### config.mk
export PLATFORM = sky130hd
export DESIGN_NAME = jac1_uart_tx
export DESIGN_NICKNAME = d
export VERILOG_FILES = /design/src/rtl/jac1_uart_tx.sv
export SDC_FILE = /design/constraint.sdc
export NUM_CORES = 1
export LEC_CHECK = 0
export ABC_AREA = 0
export CORE_AREA = 2 2 92 67
export CTS_BUF_LIST = sky130_fd_sc_hd__clkbuf_16
export CTS_CLUSTER_SIZE = 24
export DETAILED_ROUTE_END_ITERATION = 8
export DIE_AREA = 0 0 94 69
export GPL_TIMING_DRIVEN = 0
export PLACE_DENSITY = 0.65
export SYNTH_ARGS = -nofsm -noshare
export SYNTH_HDL_FRONTEND = slang
export SYNTH_SLANG_ARGS = --single-unit
export TNS_END_PERCENT = 5
### constraint.sdc
create_clock -name clk -period 2.6 [get_ports clk]
set_input_delay 0.26 -clock clk [delete_from_list [all_inputs] [get_ports clk]]
set_output_delay 0.26 -clock clk [all_outputs]
set_load 0.05 [all_outputs]
### src/rtl/jac1_uart_tx.sv
// Change-triggered UART transmitter: sends reg_val as an 8N1 frame whenever it differs from the last seen value.
// Define JAC1_UART_PARITY_EN to insert an even-parity bit between the data bits and the stop bit.
module jac1_uart_tx #(
  parameter int unsigned DataWidth    = 8,
  parameter int unsigned CLKS_PER_BIT = 16
) (
  input  logic                 clk,
  input  logic                 sys_res_n,
  input  logic [DataWidth-1:0] reg_val,
  output logic                 tx,
  output logic                 busy,
  output logic                 overrun
);

  typedef enum logic [2:0] {
    IDLE,
    START,
    DATA,
`ifdef JAC1_UART_PARITY_EN
    PARITY,
`endif
    STOP
  } state_t;

  localparam logic [15:0] BitLast = 16'(CLKS_PER_BIT - 1);

  state_t               state_q, state_n;
  logic [15:0]          cnt_q, cnt_n;
  logic [2:0]           idx_q, idx_n;
  logic [DataWidth-1:0] data_q, data_n;
  logic [DataWidth-1:0] pbuf_q, pbuf_n;
  logic [DataWidth-1:0] last_q;
  logic                 pend_q, pend_n;
  logic                 ovr_n;
  logic                 tx_n;
  logic                 busy_n;
  logic                 change;
  logic                 bit_done;

  assign change   = (reg_val != last_q);
  assign bit_done = (cnt_q == BitLast);

  always_ff @(posedge clk or negedge sys_res_n) begin
    if (!sys_res_n) begin
      state_q <= IDLE;
      cnt_q   <= '0;
      idx_q   <= '0;
      data_q  <= '0;
      pbuf_q  <= '0;
      last_q  <= '0;
      pend_q  <= 1'b0;
      overrun <= 1'b0;
      tx      <= 1'b1;
      busy    <= 1'b0;
    end else begin
      state_q <= state_n;
      cnt_q   <= cnt_n;
      idx_q   <= idx_n;
      data_q  <= data_n;
      pbuf_q  <= pbuf_n;
      last_q  <= reg_val;
      pend_q  <= pend_n;
      overrun <= ovr_n;
      tx      <= tx_n;
      busy    <= busy_n;
    end
  end

  always_comb begin
    state_n = state_q;
    cnt_n   = cnt_q + 16'd1;
    idx_n   = idx_q;
    data_n  = data_q;
    pbuf_n  = pbuf_q;
    pend_n  = pend_q;
    ovr_n   = overrun;

    unique case (state_q)
      IDLE: begin
        cnt_n = '0;
        if (change) begin
          data_n  = reg_val;
          state_n = START;
        end
      end
      START: begin
        if (bit_done) begin
          cnt_n   = '0;
          idx_n   = '0;
          state_n = DATA;
        end
      end
      DATA: begin
        if (bit_done) begin
          cnt_n = '0;
          idx_n = idx_q + 3'd1;
          if (idx_q == 3'd7) begin
`ifdef JAC1_UART_PARITY_EN
            state_n = PARITY;
`else
            state_n = STOP;
`endif
          end
        end
      end
`ifdef JAC1_UART_PARITY_EN
      PARITY: begin
        if (bit_done) begin
          cnt_n   = '0;
          state_n = STOP;
        end
      end
`endif
      STOP: begin
        if (bit_done) begin
          cnt_n = '0;
          if (pend_q) begin
            data_n  = pbuf_q;
            pend_n  = 1'b0;
            state_n = START;
          end else begin
            state_n = IDLE;
          end
        end
      end
      default: begin
        cnt_n   = '0;
        state_n = IDLE;
      end
    endcase

    // On the final stop cycle the frame slot is freeing up, so a change either
    // starts straight away (nothing pending) or queues behind the pending value.
    if (change && (state_q != IDLE)) begin
      if ((state_q == STOP) && bit_done) begin
        if (!pend_q) begin
          data_n  = reg_val;
          state_n = START;
        end else begin
          pbuf_n = reg_val;
          pend_n = 1'b1;
        end
      end else begin
        pbuf_n = reg_val;
        pend_n = 1'b1;
        if (pend_q) begin
          ovr_n = 1'b1;
        end
      end
    end
  end

  // tx and busy are registered from the next state so the line moves on the same edge as the FSM.
  always_comb begin
    tx_n   = 1'b1;
    busy_n = (state_n != IDLE);
    unique case (state_n)
      IDLE:   tx_n = 1'b1;
      START:  tx_n = 1'b0;
      DATA:   tx_n = data_n[idx_n];
`ifdef JAC1_UART_PARITY_EN
      PARITY: tx_n = ^data_n;
`endif
      STOP:   tx_n = 1'b1;
      default: tx_n = 1'b1;
    endcase
  end

endmodule

After elaboration in Yosys (flattened, before gate mapping)
Cells that the tools add are included.
W data, S select, Z words.
- bits in registers: 50
- bits in latches: 0
- RAM bits: 0
- bits in read-only memories: 0
- input port bits: 10
- output and inout port bits: 3
- word-level logic and storage cells: 63
- memories: 0
- $add $sub $neg: 2
- multiply operators: 0
- div/mod/pow operators: 0
- magnitude comparators: 1
- equality and inequality tests: 9
- shifts and indexed selects: 0
- multiplexer cells: 32
- bitwise logic cells: 1
- reduce and logical (&&, ||, !) cells: 8
- operator list (kind ; count):
    $mux W8 ; 8
    $mux W16 ; 2
    $mux W3 ; 10
    $add A16 B1 Y16 const B ; 1
    $eq A16 B4 Y1 const B ; 1
    $pmux W8 S2 ; 1
    $pmux W3 S4 ; 1
    $eq A3 B2 Y1 const B ; 3
    $ne A8 B8 Y1 ; 1
    $mux W1 ; 7
    $eq A3 B1 Y1 const B ; 2
    $pmux W3 S2 ; 1
    $reduce_bool A3 Y1 ; 2
    $lt A3 B4 Y1 const B ; 1
    $add A3 B1 Y3 const B ; 1
    $bmux W1 S3 ; 1
    $eq A3 B3 Y1 const B ; 1
    $logic_not A3 Y1 ; 1
    $reduce_and A3 Y1 ; 1
    $reduce_or A3 Y1 ; 1
    $logic_and A1 B1 Y1 ; 2
    $ne A2 B2 Y1 const B ; 1
    $pmux W1 S2 ; 1
    $reduce_and A2 Y1 ; 1
    $not A1 Y1 ; 1

Longest topological paths before layout
Gate-level depths: netlist of the first run.
- word-level depth: 9
- gate-level depth with buffers: 13
- gate-level depth less buffers: 12

Least setup slack after synthesis of the first run
Ideal clock, no wire load.
- path kind: register to register
- from: register cnt_q[0]
- to: register tx
- library setup time: 0.089 ns
- arrival time: 2.361 ns
- path slack: 0.151 ns
- stages on the path, launching flop included: 12
- buffers on the path: 2
- period minus slack after synthesis: 2.449 ns
- path through: dfrtp_1 > ha_1 > and3_1 > and4_1 > buf_4 > a31oi_4 > nor3_2 > buf_2 > a2111oi_0 > o21ai_1 > a41oi_1 > mux2i_1
- longest elaborated chain between the ends: 9
- ends and longest elaborated chain (what ; RTL line ; RTL):
    start: declaration ; 28 ; logic [15:0] cnt_q, cnt_n;
    start signal: assignment ; 57 ; cnt_q <= cnt_n;
    $eq A16 B4 Y1 * ; 41 ; assign bit_done = (cnt_q == BitLast);
    $mux W8 ; 115 ; if (bit_done) begin
    $pmux W8 S2 ; 78 ; unique case (state_q)
    $mux W8 ; 136 ; if (!pend_q) begin
    $mux W8 ; 135 ; if ((state_q == STOP) && bit_done) begin
    $mux W8 ; 134 ; if (change && (state_q != IDLE)) begin
    $bmux W1 S3 ; 160 ; DATA: tx_n = data_n[idx_n];
    $mux W1 (not written as such) ; 160 ;
    $pmux W1 S2 * ; 157 ; unique case (state_n)
    via tx_n ; 35 ; logic tx_n;
    end signal: assignment ; 64 ; tx <= tx_n;
    end: declaration ; 10 ; output logic tx,
Mark *: on every way through the listed nets, which the timed path passes. The rest lies on a longest branch. The select of a mux whose other input is x is not followed.
A chain may end at the register's enable or synchronous reset.

Worst setup path in the final report of the first run
- from: register cnt_q[0]
- to: register tx
- longest elaborated chain between the ends: 9
- ends and longest elaborated chain (what ; RTL line ; RTL):
    $eq A16 B4 Y1 * ; 41 ;
    $mux W8 ; 115 ;
    $pmux W8 S2 ; 78 ;
    $mux W8 ; 136 ;
    $mux W8 ; 135 ;
    $mux W8 * ; 134 ;
    via data_n[7] ; 30 ; logic [DataWidth-1:0] data_q, data_n;
    $bmux W1 S3 * ; 160 ;
    $mux W1 (not written as such) * ; 160 ;
    $pmux W1 S2 * ; 157 ;
    via tx_n ; 35 ;
Marks and branches as above.

==> results of run 1 <==
==> cell usage in the layout, fill, tap and decap left out, types with 2 or more instances in the layout <==
cell type / n
dfrtp_1: 49
nor2_1: 22
xnor2_1: 15
nand2_1: 13
and3_1: 11
clkdlybuf4s50_1: 11
buf_4: 9
inv_1: 7
o311a_1: 7
a211o_1: 7
mux2_2: 7
clkbuf_1: 6
nand3_1: 5
a21oi_1: 5
xor2_1: 5
clkbuf_16: 5
nand4_1: 4
o21ai_0: 4
or3_1: 4
nor4_1: 3
buf_6: 3
a2111oi_4: 3
and4_1: 2
buf_2: 2
a41oi_1: 2
o21bai_1: 2
o21ai_1: 2
a2111oi_2: 2
ha_1: 2
clkinv_2: 2
==> synthesized netlist by cell type (4+ instances only) <==
library cell / n / share of area, %
nor2_1: 23 / 3.5
or3_1: 4 / 1.0
a2111oi_0: 4 / 1.4
clkbuf_1: 8 / 1.2
mux2_2: 7 / 3.2
o311a_1: 7 / 2.9
ha_1: 4 / 2.0
and3_1: 12 / 3.1
a211o_1: 7 / 2.5
xor2_1: 5 / 1.8
nand3_1: 6 / 1.2
nor4_1: 4 / 1.0
a21oi_1: 6 / 1.2
nand4_1: 4 / 1.0
nand2_1: 13 / 2.0
xnor2_1: 15 / 5.4
o21ai_0: 4 / 0.82
inv_1: 6 / 0.92
dfrtp_1: 49 / 50
==> where the power goes <==
group / switching [mW] / total, mW / leakage (nW) / internal [mW]
logic: 0.185 / 0.352 / 0.593 / 0.167
registers: 0.0348 / 0.878 / 0.626 / 0.843
clock network: 0.290 / 0.640 / 0.0748 / 0.350
==> layer usage <==
layer  share of wire [%]  GRT usage [%]  routed length (microns)  vias to the layer above
met5                   0              0                        0                        -
met4                 1.7          7.246                       93                        0
met3                 3.7          3.716                      199                        8
met2                  42          23.25                     2271                       31
met1                  52          27.46                     2833                      883
li1                    -              -                        -                      891
==> registers in the layout (all words and copies together), names as in the netlist <==
| register | count |
|---|---|
| pend_q | 1 |
| last_q | 8 |
| state_q | 3 |
| pbuf_q | 8 |
| tx | 1 |
| cnt_q | 16 |
| data_q | 8 |
| overrun | 1 |
| busy | 1 |
| idx_q | 3 |
==> cell families after synthesis <==
group | count (synthesis)
xor gates and xnor gates | 20
buffers and inverters | 20
other | 1
adders and majority gates | 5
and+or+nand+nor | 75
AOI/OAI and AO/OA | 49
DFF | 50
muxes | 8
==> timing repair <==
item	CTS	global route
gates resized for setup	9	23
hold endpoints to repair	17	0
setup buffers	3	7
gates cloned	0	0
hold buffers	1	0
pin swaps	2	11
endpoints found under the setup margin	8	10
==> final timing paths <==
path                                     start             endpoint  slack [ps]  cells after the start
max                         cnt_q[0]$_DFF_PN0_         tx$_DFF_PN1_          50                     11
min                                  sys_res_n   cnt_q[2]$_DFF_PN0_         450                      2
max reg2reg                 cnt_q[0]$_DFF_PN0_         tx$_DFF_PN1_          50                     11
min reg2reg                overrun$_DFFE_PN0P_  overrun$_DFFE_PN0P_         470                      1
max in group asynchronous            sys_res_n  last_q[4]$_DFF_PN0_        1620                      3
min in group clk           overrun$_DFFE_PN0P_  overrun$_DFFE_PN0P_         470                      1
==> final cells by class <==
type	count	area (sq um)
Buffer	10	51.30
Clock buffer	5	125.1
Clock inverter	3	13.76
Fill cell	516	2569
Inverter	8	35.03
Multi-Input combinational cell	158	1244
Sequential cell	50	1252
Tap cell	75	93.84
Timing Repair Buffer	24	227.7
==> per-stage QoR <==
stage	util (%)	hold WS [ps]	cell area, sq um	std cells	setup TNS, ps
floorplan	-	-35.59	2447	228	0
global placement	47.42	445.5	2661	315	-11650
detailed placement	47.69	239.5	2676	316	-1356
CTS	51.28	458.3	2878	327	-63.14
global route	54.23	496.6	3043	333	-296.7
finish	54.23	454.3	3043	333	0
==> critical path, stage by stage (launching register included) <==
cell	delay, ps
dfrtp_1	370
ha_2	190
and3_4	190
and4_1	200
buf_6	150
a31oi_4	120
buf_6	160
o311a_1	320
a211o_1	240
o22a_1	220
a41oi_2	200
mux2i_1	100
==> results.ini, run 1 <==
[finish]
fin_nets=271
area_delta_synth_final_pct=24.34
antenna_cells=0
drive_above_1_share_pct=21.32

[grt]
grt.overflow.total=0
grt_antenna_before_repair=0
grtUsageTotal_pct=17.53
grt_pass1_vias=1775
grt_pass1_wl_microns=8742
grt_max_degree=33

[yosys]
ys_types=52
muxShareOfSynthArea_pct=3.630
syn-cell-area_sq_um=2447
synth-compound-area-share_pct=16.41
synth_edf_count=0
synthesis.nets=242
synth_xor_area_share_pct=7.157
synth_top_family_by_area=compound AO/OA/AOI/OAI gates
async_reset_ff_share_pct=100.0
synthAdderAreaFrac_pct=2.454
synth_top_flop_cell=dfrtp_1
synth-seq-cells=50
syn-mean-instance-area_sq_um=10.73
yosysSeqAreaShare_pct=51.18
ys_warn_count=0
synthCells=228
synth-simple-area-share_pct=15.70

[detailed_routing]
antenna_left=0
dr_total_vias=1813
wire_per_inst_microns=16.21
wl_microns=5398
via_per_inst=5.444
drc_errors=0
dr.pass1.iters=4
drt_iter0_drc=80

[timing]
hold_violations=0
slew_headroom_pct=63.56
max_freq_mhz=392.0
finalSetupViolCount=0
fin_ws_ps=48.78
skew_ps=6.263
drv_slew=0
post-route-period-util_pct=98.12
worst_pin_slew_ps=546.6
rsz0062_at_grt=yes
period_needed_ps=2551

[floorplanning]
start_util_pct=43.61
die_h_microns=69
design.die.area_sq_um=6486
num_io_pins=13
core-area_sq_um=5612
die_w_microns=94
num_rows=23

[critical_path]
worstSetupPathType=reg2reg
path_max_fanout=8
cp-end-kind=register
start_kind=register
crit_arrival_ps=2760
cp.required_ps=2810

[placement]
io_buffers=12
pre_cts_ws_ps=-314.8
routabilityCongestion=0.8573
dp_hpwl_microns=3545

[clock_network]
clockRootBuffer=clkbuf_16
ctsLongestPathBuffers=2
cts_buffers=5
clk_pin_slew_ps=70
cts_tree=done
clk_latency_ps=300
h-tree-depth=2
cts_sinks=50

[worst_hold_path]
hold_path_class=in2async

[pwr]
fin_total_pwr_mw=1.870
vdd_ir_drop_max_v=0.0003856
power.density_nw_per_um2=614.5
p_leak_nw=1.294

[flow_run]
maxCapViolations=0

[status]
status=finished, final reports clean

Note: power is estimated with default switching activity, not from simulation.
==> inputs of run 2 (changes only) <==
Settings changed: CORE_AREA 2 2 92 67 to 2 2 64 96, DIE_AREA 0 0 94 69 to 0 0 66 98, PLACE_DENSITY 0.65 to 0.64.
==> run 2 against run 1 <==
Critical path type unchanged. Critical endpoint unchanged. Non-clock buffer count down 4. Worst setup slack worse by 37 ps. Global-route usage up 0.51 points. Via count down 0.55%. Largest power group unchanged.
==> results.ini, run 2 (same netlist as run 1, synthesis figures left out) <==
[detailed_routing]
drt_iter0_drc=101  ; +26%
drc_errors=0  ; unchanged
wl_met1_microns=2134  ; -25%
wire_per_inst_microns=16.16  ; -0.33%
highest_layer=met4
wl_microns=5267  ; -2.4%
dr.pass1.iters=4  ; unchanged
dr_wl_met3_microns=95  ; -52%
dr_total_vias=1803  ; -0.55%
antenna_left=0  ; unchanged
wl_met2_microns=2970  ; +31%
via_per_inst=5.531  ; +1.6%

[placement]
pre_cts_ws_ps=-463.0  ; -148.2 ps
io_buffers=12  ; unchanged
routabilityCongestion=0.7730  ; -9.8%
dp_hpwl_microns=3693  ; +4.2%
placed_cells=313  ; -0.95%

[finish]
fin_nets=267  ; -1.5%
utilization_pct=52.04  ; -2.2 points
area_delta_synth_final_pct=21.22
final_cells=326  ; -2.1%
regMostFlops=cnt_q
antenna_cells=0  ; unchanged
largest_reg_flops=16  ; unchanged
fillCellCount=526  ; +1.9%
final_common_cell=dfrtp_1
layout_common_cells=dfrtp_1, nor2_1, xnor2_1
drive_above_1_share_pct=17.32  ; -4.0 points

[grt]
grt_max_degree=31  ; -6.1%
grt_antenna_before_repair=0  ; unchanged
grt.overflow.total=0  ; unchanged
grt_pass1_wl_microns=8976  ; +2.7%
grtUsageTotal_pct=18.04  ; +0.51 points
grt_pass1_vias=1914  ; +7.8%

[critical_path]
r2r_slack_ps=10  ; -40 ps
ff2ff_path_depth=11  ; unchanged
path_max_fanout=8  ; unchanged
critical_path.cell_chain=ha_2 > and3_4 > and4_1 > buf_6 > a31oi_4 > buf_4 > o311a_1 > a211o_1 > o22a_1 > a41oi_2 > mux2i_1
start_kind=register
critical_path.startpoint=cnt_q[0]$_DFF_PN0_
cp.required_ps=2800  ; about the same
timing.rr.end=tx$_DFF_PN1_
critPathSlowestCell=dfrtp_1
critPathMaxStageDelay_ps=360  ; about the same
crit_arrival_ps=2790  ; +30 ps
r2r_start=cnt_q[0]$_DFF_PN0_
worstSetupPathType=reg2reg
crit_buf_inv=2  ; unchanged
cp_top_family=compound AO/OA/AOI/OAI gates
cp-end-kind=register

[worst_hold_path]
holdCritStartpoint=cnt_q[0]$_DFF_PN0_
holdPathStages=1
min_to=cnt_q[0]$_DFF_PN0_
hold_path_class=reg2reg

[floorplanning]
design.die.area_sq_um=6468  ; -0.28%
die_w_microns=66  ; -30%
num_rows=34  ; +48%
die_h_microns=98  ; +42%
num_io_pins=13  ; unchanged
core-area_sq_um=5700  ; +1.6%
start_util_pct=42.93  ; -0.68 points

[timing]
period_needed_ps=2588  ; +37.16 ps
drv_slew=0  ; unchanged
fin_ws_ps=11.61  ; -37.16 ps
slew_headroom_pct=64.80  ; +1.2 points
skew_ps=6.116  ; -0.1463 ps
hold_violations=0  ; unchanged
rsz0062_at_grt=yes
post-route-period-util_pct=99.55  ; +1.4 points
max_freq_mhz=386.3  ; -1.4%
finalSetupViolCount=0  ; unchanged
worst_pin_slew_ps=528.0  ; -18.58 ps
holdWs_ps=455.4  ; +1.022 ps

[flow_run]
maxCapViolations=0  ; unchanged

[clock_network]
clk_pin_slew_ps=60  ; about the same
cts_tree=done
cts_buffers=5  ; unchanged
cts_sinks=50  ; unchanged
ctsLongestPathBuffers=2  ; unchanged
h-tree-depth=2  ; unchanged
clk_latency_ps=290  ; about the same
clockRootBuffer=clkbuf_16

[pwr]
vdd_ir_drop_max_v=0.0003844  ; -0.30%
power.density_nw_per_um2=647.8  ; +5.4%
p_leak_nw=1.271  ; -1.7%

[status]
status=finished, final reports clean

## run 2: layout make-up
| cell class | count | area, sq um | area share, % |
|---|---|---|---|
| Timing Repair Buffer | 20 | 190.2 | 6.411 |
| Multi-Input combinational cell | 158 | 1190 | 40.11 |
| Clock inverter | 3 | 37.54 | 1.265 |
| Clock buffer | 5 | 125.1 | 4.218 |
| Buffer | 10 | 48.80 | 1.645 |
| Sequential cell | 50 | 1252 | 42.22 |
| Tap cell | 72 | 90.09 | 3.037 |
| Inverter | 8 | 32.53 | 1.097 |
## run 2: how the worst max path moves through the flow
stage                   end  slack (ps)  cells after the start
3_5_place_dp   tx$_DFF_PN1_        -460                     11
6_report       tx$_DFF_PN1_          10                     11
5_1_grt        tx$_DFF_PN1_        -120                     12
4_1_cts        tx$_DFF_PN1_         0.2                     11
2_1_floorplan  tx$_DFF_PN1_         150                     11
3_3_place_gp   tx$_DFF_PN1_        -500                     11
## run 2: worst register-to-register path, stage by stage (launching register included)
cell and delay [ps]:
dfrtp_1 360, ha_2 190, and3_4 200, and4_1 190
buf_6 140, a31oi_4 100, buf_4 190, o311a_1 330
a211o_1 250, o22a_1 240, a41oi_2 210, mux2i_1 100
## run 2: timing repair
action                                 CTS  global route
resized for setup                       15             3
hold buffers                             1             0
pin swaps                                2             3
buffers inserted                         6             0
setup endpoints to repair                8             8
endpoints found under the hold margin   19             0
## run 2: metrics by stage
step | cell area, sq um | power, mW | TNS [ps]
2_1_floorplan | 2447 | 1.077 | 0
3_3_place_gp | 2658 | 1.162 | -12970
3_5_place_dp | 2673 | 1.176 | -1823
4_1_cts | 2959 | 1.931 | 0
5_1_grt | 2967 | 1.998 | -121.4
6_report | 2967 | 1.922 | 0
## run 2: power by group
group | internal (mW) | leakage [nW] | switching (mW)
clock | 0.447 | 0.0864 | 0.270
combinational | 0.154 | 0.559 | 0.175
sequential | 0.844 | 0.626 | 0.0322
total | 1.44 | 1.27 | 0.477
## run 2: layer usage
layer / vias to the layer above / GRT usage (%)
met5: - / 0
met4: 0 / 4.710
met3: 5 / 2.765
met2: 20 / 33.72
met1: 898 / 20.88
li1: 880 / -
